[config.mk]
export PLATFORM = sky130hd
export DESIGN_NAME = io_arbiter
export DESIGN_NICKNAME = d
export VERILOG_FILES = /design/src/rtl/io_arbiter_pkg.sv /design/src/rtl/io_arbiter_rr_sel2.sv /design/src/rtl/io_arbiter.sv
export SDC_FILE = /design/constraint.sdc
export NUM_CORES = 1
export LEC_CHECK = 0
export ABC_CLOCK_PERIOD_IN_PS = 3800
export CAP_MARGIN = 20
export CORE_AREA = 5 5 158 99
export CTS_CLUSTER_DIAMETER = 40
export CTS_CLUSTER_SIZE = 16
export DETAILED_ROUTE_END_ITERATION = 16
export DIE_AREA = 0 0 163 104
export HOLD_SLACK_MARGIN = 0.1
export PLACE_DENSITY = 0.84
export SLEW_MARGIN = 20
export SYNTH_ARGS = -nofsm -noshare
export SYNTH_HDL_FRONTEND = slang
export SYNTH_SLANG_ARGS = --single-unit
[constraint.sdc]
create_clock -name clk -period 3.8 [get_ports clk]
set_input_delay 0.57 -clock clk [delete_from_list [all_inputs] [get_ports clk]]
set_output_delay 0.57 -clock clk [all_outputs]
set_load 0.1 [all_outputs]
[src/rtl/io_arbiter_pkg.sv]
// ---------------------------------------------------------------------------
// io_arbiter_pkg : shared state encodings and master indices for io_arbiter
// Revision 1.0
// ---------------------------------------------------------------------------
`timescale 1ns/1ps
`default_nettype none

package io_arbiter_pkg;

    localparam logic [1:0] IO_ARB_IDLE   = 2'd0;
    localparam logic [1:0] IO_ARB_ACCESS = 2'd1;
    localparam logic [1:0] IO_ARB_RESP   = 2'd2;

    localparam logic MST_CPU = 1'b0;
    localparam logic MST_DBG = 1'b1;

    typedef enum logic [1:0] {
        ST_IDLE   = IO_ARB_IDLE,
        ST_ACCESS = IO_ARB_ACCESS,
        ST_RESP   = IO_ARB_RESP
    } arb_state_t;

endpackage

`default_nettype wire

[src/rtl/io_arbiter_rr_sel2.sv]
// ---------------------------------------------------------------------------
// rr_sel2 : two-way round-robin select; prio breaks ties
// Revision 1.0
// ---------------------------------------------------------------------------
`timescale 1ns/1ps
`default_nettype none

module rr_sel2
    import io_arbiter_pkg::*;
(
    input  logic [1:0] req,
    input  logic       prio,
    output logic       sel
);

    always_comb begin
        sel = MST_CPU;
        if (req == 2'b11) begin
            sel = prio;
        end else if (req[1]) begin
            sel = MST_DBG;
        end
    end

endmodule

`default_nettype wire

[src/rtl/io_arbiter.sv]
// ---------------------------------------------------------------------------
// io_arbiter : round-robin sharing of the IO port between CPU and debug master
// Revision 1.0
// ---------------------------------------------------------------------------
`timescale 1ns/1ps
`default_nettype none

module io_arbiter
    import io_arbiter_pkg::*;
#(
    parameter int ADDR_W = 32,
    parameter int DATA_W = 32
) (
    input  logic              clk,
    input  logic              rst,
    input  logic              m0_req,
    input  logic              m0_we,
    input  logic [ADDR_W-1:0] m0_addr,
    input  logic [DATA_W-1:0] m0_wdata,
    output logic              m0_ack,
    output logic [DATA_W-1:0] m0_rdata,
    input  logic              m1_req,
    input  logic              m1_we,
    input  logic [ADDR_W-1:0] m1_addr,
    input  logic [DATA_W-1:0] m1_wdata,
    output logic              m1_ack,
    output logic [DATA_W-1:0] m1_rdata,
    output logic              io_we,
    output logic [ADDR_W-1:0] io_addr,
    output logic [DATA_W-1:0] io_data,
    input  logic [DATA_W-1:0] io_read_data,
    output logic              busy
);

    arb_state_t        state;
    logic              owner;
    logic              prio;
    logic              rr_win;
    logic              pick;
    logic              other_req;
    logic              pick_we;
    logic [ADDR_W-1:0] pick_addr;
    logic [DATA_W-1:0] pick_data;

    rr_sel2 u_rr_sel2 (
        .req  ({m1_req, m0_req}),
        .prio (prio),
        .sel  (rr_win)
    );

    // From RESP only the non-owner may be loaded; its own req is still high.
    always_comb begin
        other_req = (owner == MST_DBG) ? m0_req : m1_req;
        pick      = (state == ST_RESP) ? ~owner : rr_win;
        pick_we   = (pick == MST_DBG) ? m1_we    : m0_we;
        pick_addr = (pick == MST_DBG) ? m1_addr  : m0_addr;
        pick_data = (pick == MST_DBG) ? m1_wdata : m0_wdata;
    end

    assign busy = (state != ST_IDLE);

    always_ff @(posedge clk or negedge rst) begin
        if (!rst) begin
            state    <= ST_IDLE;
            owner    <= MST_CPU;
            prio     <= MST_CPU;
            io_we    <= 1'b0;
            io_addr  <= '0;
            io_data  <= '0;
            m0_ack   <= 1'b0;
            m1_ack   <= 1'b0;
            m0_rdata <= '0;
            m1_rdata <= '0;
        end else begin
            case (state)
                ST_IDLE: begin
                    m0_ack <= 1'b0;
                    m1_ack <= 1'b0;
                    if (m0_req || m1_req) begin
                        io_we   <= pick_we;
                        io_addr <= pick_addr;
                        io_data <= pick_data;
                        owner   <= pick;
                        prio    <= ~pick;
                        state   <= ST_ACCESS;
                    end
                end
                ST_ACCESS: begin
                    io_we <= 1'b0;
                    if (!io_we) begin
                        if (owner == MST_DBG) begin
                            m1_rdata <= io_read_data;
                        end else begin
                            m0_rdata <= io_read_data;
                        end
                    end
                    if (owner == MST_DBG) begin
                        m1_ack <= 1'b1;
                    end else begin
                        m0_ack <= 1'b1;
                    end
                    state <= ST_RESP;
                end
                ST_RESP: begin
                    m0_ack <= 1'b0;
                    m1_ack <= 1'b0;
                    if (other_req) begin
                        io_we   <= pick_we;
                        io_addr <= pick_addr;
                        io_data <= pick_data;
                        owner   <= pick;
                        prio    <= ~pick;
                        state   <= ST_ACCESS;
                    end else begin
                        state <= ST_IDLE;
                    end
                end
                default: begin
                    io_we <= 1'b0;
                    state <= ST_IDLE;
                end
            endcase
        end
    end

endmodule

`default_nettype wire

==> results of run 1 <==
==> cells in the mapped netlist, drive strengths merged <==
master    n
dfrtp   135
inv     131
nand4    66
mux2     64
o221ai   64
clkbuf   22
buf      20
nor2      4
nand3     2
nor2b     2
o21a      2
a21boi    1
a21oi     1
and3      1
nand2     1
nand2b    1
nand3b    1
nor4      1
o221a     1
o22a      1
o311ai    1
or3b      1
==> metrics by stage <==
stage | worst slack, ns | cell area [um^2] | std cells
floorplan | 1.56 | 5890 | 523
global placement | 1.16 | 9020 | 984
detailed placement | 1.04 | 9020 | 984
CTS | 1.19 | 9630 | 1016
global route | 1.17 | 9630 | 1016
finish | 1.22 | 9630 | 1016
==> flip-flops by register name (all words and copies together), names as in the netlist <==
signal    cells
io_addr      32
io_data      32
m0_rdata     32
m1_rdata     32
state         2
io_we         1
m0_ack        1
m1_ack        1
owner         1
prio          1
==> layer usage <==
| metal | global-route usage | wire, um | vias to the layer above |
|---|---|---|---|
| li1 | - | - | 2398 |
| met1 | 0.266 | 7670 | 2591 |
| met2 | 0.388 | 10000 | 230 |
| met3 | 0.0531 | 1320 | 27 |
| met4 | 0.0712 | 372 | 0 |
| met5 | 0 | 0 | - |
==> layout make-up <==
type / instances / area, um^2 / area share
clock buffers: 18 / 429 / 0.0446
clock inverters: 14 / 188 / 0.0195
inverters: 131 / 492 / 0.0510
well taps: 198 / 248 / 0.0257
multi-input cells: 215 / 1860 / 0.193
repair buffers: 305 / 3040 / 0.316
flip-flops and latches: 135 / 3380 / 0.351
==> logic make-up after synthesis <==
group	count (synthesis)	synth area share
mux	64	0.122
buf+inv	173	0.116
flops	135	0.573
compound gates	71	0.105
simple gates	80	0.0841
==> cell usage in the layout (no fill, tap or decap), types with 2 or more instances in the layout <==
master / instances
dfrtp_1: 135
inv_1: 130
bufinv_16: 3
buf_4: 9
inv_8: 2
nor2_1: 4
o21a_1: 2
inv_6: 5
clkinvlp_4: 3
nor2b_1: 2
nand4_1: 66
mux2_1: 64
o221ai_1: 64
clkbuf_16: 17
clkdlybuf4s50_1: 295
==> final timing paths <==
path                              from  cells past startpoint           end  slack (ns)
setup reg to reg              state[1]                      4   io_addr[27]        1.59
setup / recovery                 io_we                      1         io_we        1.22
max in group asynchronous          rst                      2          prio        2.60
hold reg to reg            m1_rdata[1]                      1   m1_rdata[1]        0.49
min in group clk           m1_rdata[1]                      1   m1_rdata[1]        0.49
hold / removal                     rst                      1  m1_rdata[18]        0.30
==> summary.md, run 1 <==
| Metric | Value |
|---|---|
| RSZ-0062 raised after global routing | no |
| Ant. Diodes | 0 |
| Post-DRT Antenna Nets | 0 |
| CP Class | register to primary output |
| Highest clock rate | 387 MHz |
| Fin Setup TNS | 0 ns |
| H-tree depth | 4 |
| Largest cells by area after synthesis | dfrtp_1 (57%), mux2_1 (12%), o221ai_1 (9.5%), inv_1 (8.3%), nand4_1 (7.0%) |
| Smallest hold slack | 0.296 ns |
| Share of cells above drive strength 1 | 0.0575 |
| Die Span X | 163 um |
| Yosys reg bits | 135 |
| Hold Path Class | primary input to asynchronous set/reset pin |
| # nets final | 971 |
| DR DRC count | 0 |
| Vias in the first global route | 5622 |
| Core box area | 14100 um^2 |
| Chip height | 104 um |
| Wire per inst | 19.1 um |
| Vias/cell | 5.16 |
| First-pass detailed-route iteration total | 5 |
| Skew final | 0.0113 ns |
| Vias | 5246 |
| Syn_area_per_cell | 11.3 um^2 |
| Synthesized Nets | 689 |
| YS warnings | 0 |
| Netlist cell types | 25 |
| Number of buffers created by CTS | 17 |
| Largest stage delay, worst path | 1.19 ns |
| Pin count of the biggest net entering global routing | 72 |
| Final period utilization | 0.680 |
| Cell Area, Synth | 5890 um^2 |
| CP Max Fanout | 3 |
| Port bufs | 297 |
| Area leader, netlist | dfrtp_1 |
| First-pass GRT wire length | 30100 um |
| P&R area growth vs syn | 63.4% |
| Clk slew on worst S/H paths | 0.07 ns |
| Critical path, cell by cell | clkdlybuf4s50_1 |
| End-of-flow core utilization | 0.682 |
| Starting Density | 0.417 |
| Measured slew at the worst slew-check pin | 1.03 ns |
| CTS tree | done |
| Full die area | 17000 um^2 |
| Clk Latency, worst-skew pair | 0.40 ns |
| Detailed Route WL | 19400 um |
| Gr ovfl total | 0 |
| Crit path max-delay cell type | clkdlybuf4s50_1 |
| Number of DRC markers in iteration 0 | 343 |
| Seq/Total Area, Yosys | 0.573 |
| Io pins | 298 |
| Longest Clk Path Bufs | 2 |
| Clock sink total | 135 |
| DPL Wire Length | 14200 um |
| Worst setup EP type | primary output |
| Filler cells | 1035 |
| Startpoint types | register |
| Top cell type's share of synthesized area | 0.573 |
| Tmin final | 2.58 ns |
| Final setup viols | 0 |
| CP arrival | 2.01 ns |
| Final Max Slew Viols | 0 |
| CP bufs+invs | 1 |
| Top delay family on crit path | buffers and inverters |
| Post-CTS setup buffer count | 0 |
| Worst slew margin | 0.312 |
| Final hold violation count | 0 |
| Max-cap violations | 0 |
| Rows | 34 |
| CP required | 3.23 ns |
| Final Wtd Congestion | 0.834 |
| Root Buffer | clkbuf_16 |
| GRT Total Usage | 0.220 |
| Initial antenna violation count | 0 |
| Synth Instances | 523 |
| Cts repair resizes | 0 |
| Hold buffers post-CTS | 0 |
| Status | completed |
Power of run 1 is not shown: default switching activity piles up to over one toggle a cycle in this logic, so the estimate is an artifact.
==> inputs of run 2 (changes only) <==
--- a/config.mk
+++ b/config.mk
@@ -5,15 +5,15 @@
 export SDC_FILE = /design/constraint.sdc
 export NUM_CORES = 1
 export LEC_CHECK = 0
-export ABC_CLOCK_PERIOD_IN_PS = 3800
+export ABC_CLOCK_PERIOD_IN_PS = 2100
 export CAP_MARGIN = 20
-export CORE_AREA = 5 5 158 99
+export CORE_AREA = 5 5 172 108
 export CTS_CLUSTER_DIAMETER = 40
 export CTS_CLUSTER_SIZE = 16
 export DETAILED_ROUTE_END_ITERATION = 16
-export DIE_AREA = 0 0 163 104
+export DIE_AREA = 0 0 177 113
 export HOLD_SLACK_MARGIN = 0.1
-export PLACE_DENSITY = 0.84
+export PLACE_DENSITY = 0.75
 export SLEW_MARGIN = 20
 export SYNTH_ARGS = -nofsm -noshare
 export SYNTH_HDL_FRONTEND = slang
==> constraint.sdc (replaced) <==
create_clock -name clk -period 2.1 [get_ports clk]
set_input_delay 0.315 -clock clk [delete_from_list [all_inputs] [get_ports clk]]
set_output_delay 0.315 -clock clk [all_outputs]
set_load 0.1 [all_outputs]
==> summary.md, run 2 (same netlist as run 1, synthesis figures left out) <==
| Metric | Value |
|---|---|
| Ant. Diodes | 0 (unchanged) |
| Skew final | 0.0111 ns (was 0.0113 ns) |
| RSZ-0062 raised after global routing | no (unchanged) |
| Critical Path End | busy (was io_we) |
| Clk Latency, worst-skew pair | 0.41 ns (was 0.40 ns) |
| CP arrival | 1.51 ns (was 2.01 ns) |
| CP required | 1.78 ns (was 3.23 ns) |
| Crit path max-delay cell type | dfrtp_1 (was clkdlybuf4s50_1) |
| Chip height | 113 um (was 104 um) |
| Wire per inst | 18.0 um (was 19.1 um) |
| Post-DRT Antenna Nets | 0 (unchanged) |
| Cell Count, Final, Fillers Out | 1058 (was 1016) |
| Worst setup EP type | primary output (unchanged) |
| CP Class | register to primary output (unchanged) |
| Share of cells above drive strength 1 | 0.223 (was 0.0575) |
| Vias | 5098 (was 5246) |
| Max-cap violations | 0 (unchanged) |
| Vias in the first global route | 5227 (was 5622) |
| Longest Clk Path Bufs | 2 (unchanged) |
| Final period utilization | 0.869 |
| Measured slew at the worst slew-check pin | 0.626 ns (was 1.03 ns) |
| Worst slew margin | 0.583 (was 0.312) |
| DPL Wire Length | 14000 um (was 14200 um) |
| Full die area | 20000 um^2 (was 17000 um^2) |
| Largest stage delay, worst path | 0.42 ns (was 1.19 ns) |
| Filler cells | 1472 (was 1035) |
| Final hold violation count | 0 (unchanged) |
| Multi-input logic area | 1860 um^2 (unchanged) |
| Rows | 37 (was 34) |
| Register area | 3380 um^2 (unchanged) |
| Final setup viols | 0 (unchanged) |
| Post-CTS setup buffer count | 0 (unchanged) |
| CP Max Fanout | 19 (was 3) |
| Critical R2R Capture | io_addr[5] (was io_addr[27]) |
| CTS tree | done (unchanged) |
| Critical path, cell by cell | inv_2, buf_4, nand2_1, buf_12 (was clkdlybuf4s50_1) |
| Io pins | 298 (unchanged) |
| Clk slew on worst S/H paths | 0.07 ns (about the same) |
| Most frequent cells in the layout | clkdlybuf4s50_1 (164), buf_4 (136), dfrtp_1 (135), inv_1 (130), nand4_1 (66) (was clkdlybuf4s50_1 (295), dfrtp_1 (135), inv_1 (130), nand4_1 (66)) |
| Critical path origin | state[0] (was io_we) |
| Hold Path Class | primary input to asynchronous set/reset pin (unchanged) |
| Detailed Route WL | 19100 um (was 19400 um) |
| Vias/cell | 4.82 (was 5.16) |
| Final Max Slew Viols | 0 (unchanged) |
| Number of DRC markers in iteration 0 | 279 (was 343) |
| Placed cells | 1026 (was 984) |
| Top delay family on crit path | buffers and inverters (unchanged) |
| H-tree depth | 4 (unchanged) |
| Core box area | 16800 um^2 (was 14100 um^2) |
| Flop2flop setup slack | 0.38 ns (was 1.59 ns) |
| First-pass GRT wire length | 29400 um (was 30100 um) |
| CP bufs+invs | 3 (was 1) |
| Starting Density | 0.352 (was 0.417) |
| Highest routed layer | met4 (unchanged) |
| Pin count of the biggest net entering global routing | 68 (was 72) |
| Highest clock rate | 548 MHz |
| Port bufs | 297 (unchanged) |
| Critical path depth | 4 (was 1) |
| Final Wtd Congestion | 0.804 (was 0.834) |
| Met1 wire length | 8240 um (was 7670 um) |
| Gr ovfl total | 0 (unchanged) |
| Clock sink total | 135 (unchanged) |
| Status | completed (unchanged) |
| Startpoint types | register (unchanged) |
| End-of-flow core utilization | 0.568 (was 0.682) |
| Initial antenna violation count | 0 (unchanged) |
| Tmin final | 1.83 ns |
| DR WL met2 | 8890 um (was 10000 um) |
| Reg2reg start | state[1] (unchanged) |
| Fin Setup TNS | 0 ns (unchanged) |
| Worst R2R Path Depth | 4 (unchanged) |
| DR DRC count | 0 (unchanged) |
| Die Span X | 177 um (was 163 um) |
| Root Buffer | clkbuf_16 (unchanged) |
| GRT Total Usage | 0.186 (was 0.220) |
| Routed wl met3 | 1770 um (was 1320 um) |
| # nets final | 978 (was 971) |
| Number of buffers created by CTS | 17 (unchanged) |
| First-pass detailed-route iteration total | 4 (was 5) |
| P&R area growth vs syn | 61.5% (was 63.4%) |
| Commonest non-fill, non-tap cell in the layout | clkdlybuf4s50_1 (unchanged) |
==> run 2: worst min path at each step <==
stage	startpoint	to	slack [ns]
floorplan	rst	io_addr[0]	0.02
global placement	rst	m0_rdata[18]	0.35
detailed placement	rst	m0_rdata[18]	0.35
CTS	rst	m0_rdata[18]	0.47
global route	m0_wdata[14]	io_data[14]	0.49
finish	rst	m0_rdata[20]	0.46
==> run 2: cell type report <==
type | count | area share
Sequential cell | 135 | 0.355
Timing Repair Buffer | 312 | 0.303
Multi-Input combinational cell | 215 | 0.195
Inverter | 131 | 0.0517
Clock buffer | 17 | 0.0447
Tap cell | 234 | 0.0308
Clock inverter | 14 | 0.0196
==> run 2: stage by stage <==
step	setup slack, ns	instance area (um^2)	hold WS, ns
after global placement	0.0965	8890	0.348
after global routing	0.183	9520	0.489
after floorplan	0.119	5890	0.0194
after CTS	0.248	9520	0.466
after detailed placement	0.0880	8890	0.349
final	0.274	9520	0.460
==> run 2: layer usage <==
| metal | GRT usage | vias to the layer above |
|---|---|---|
| li1 | - | 2418 |
| met1 | 0.242 | 2457 |
| met2 | 0.296 | 208 |
| met3 | 0.0738 | 15 |
| met4 | 0.0392 | 0 |
| met5 | 0 | - |
==> run 2: worst register-to-register path, cell delays in order (launching register included) <==
cell      delay, ns
dfrtp_1        0.50
or3b_2         0.56
buf_12         0.23
nand4_1        0.15
o221ai_1       0.13
==> run 2: what timing repair did <==
action,CTS,global route
hold buffers,1,0
gates resized for setup,0,0
setup endpoints to repair,0,0
hold endpoints to repair,59,0
Power of run 2 is left out for the same reason.
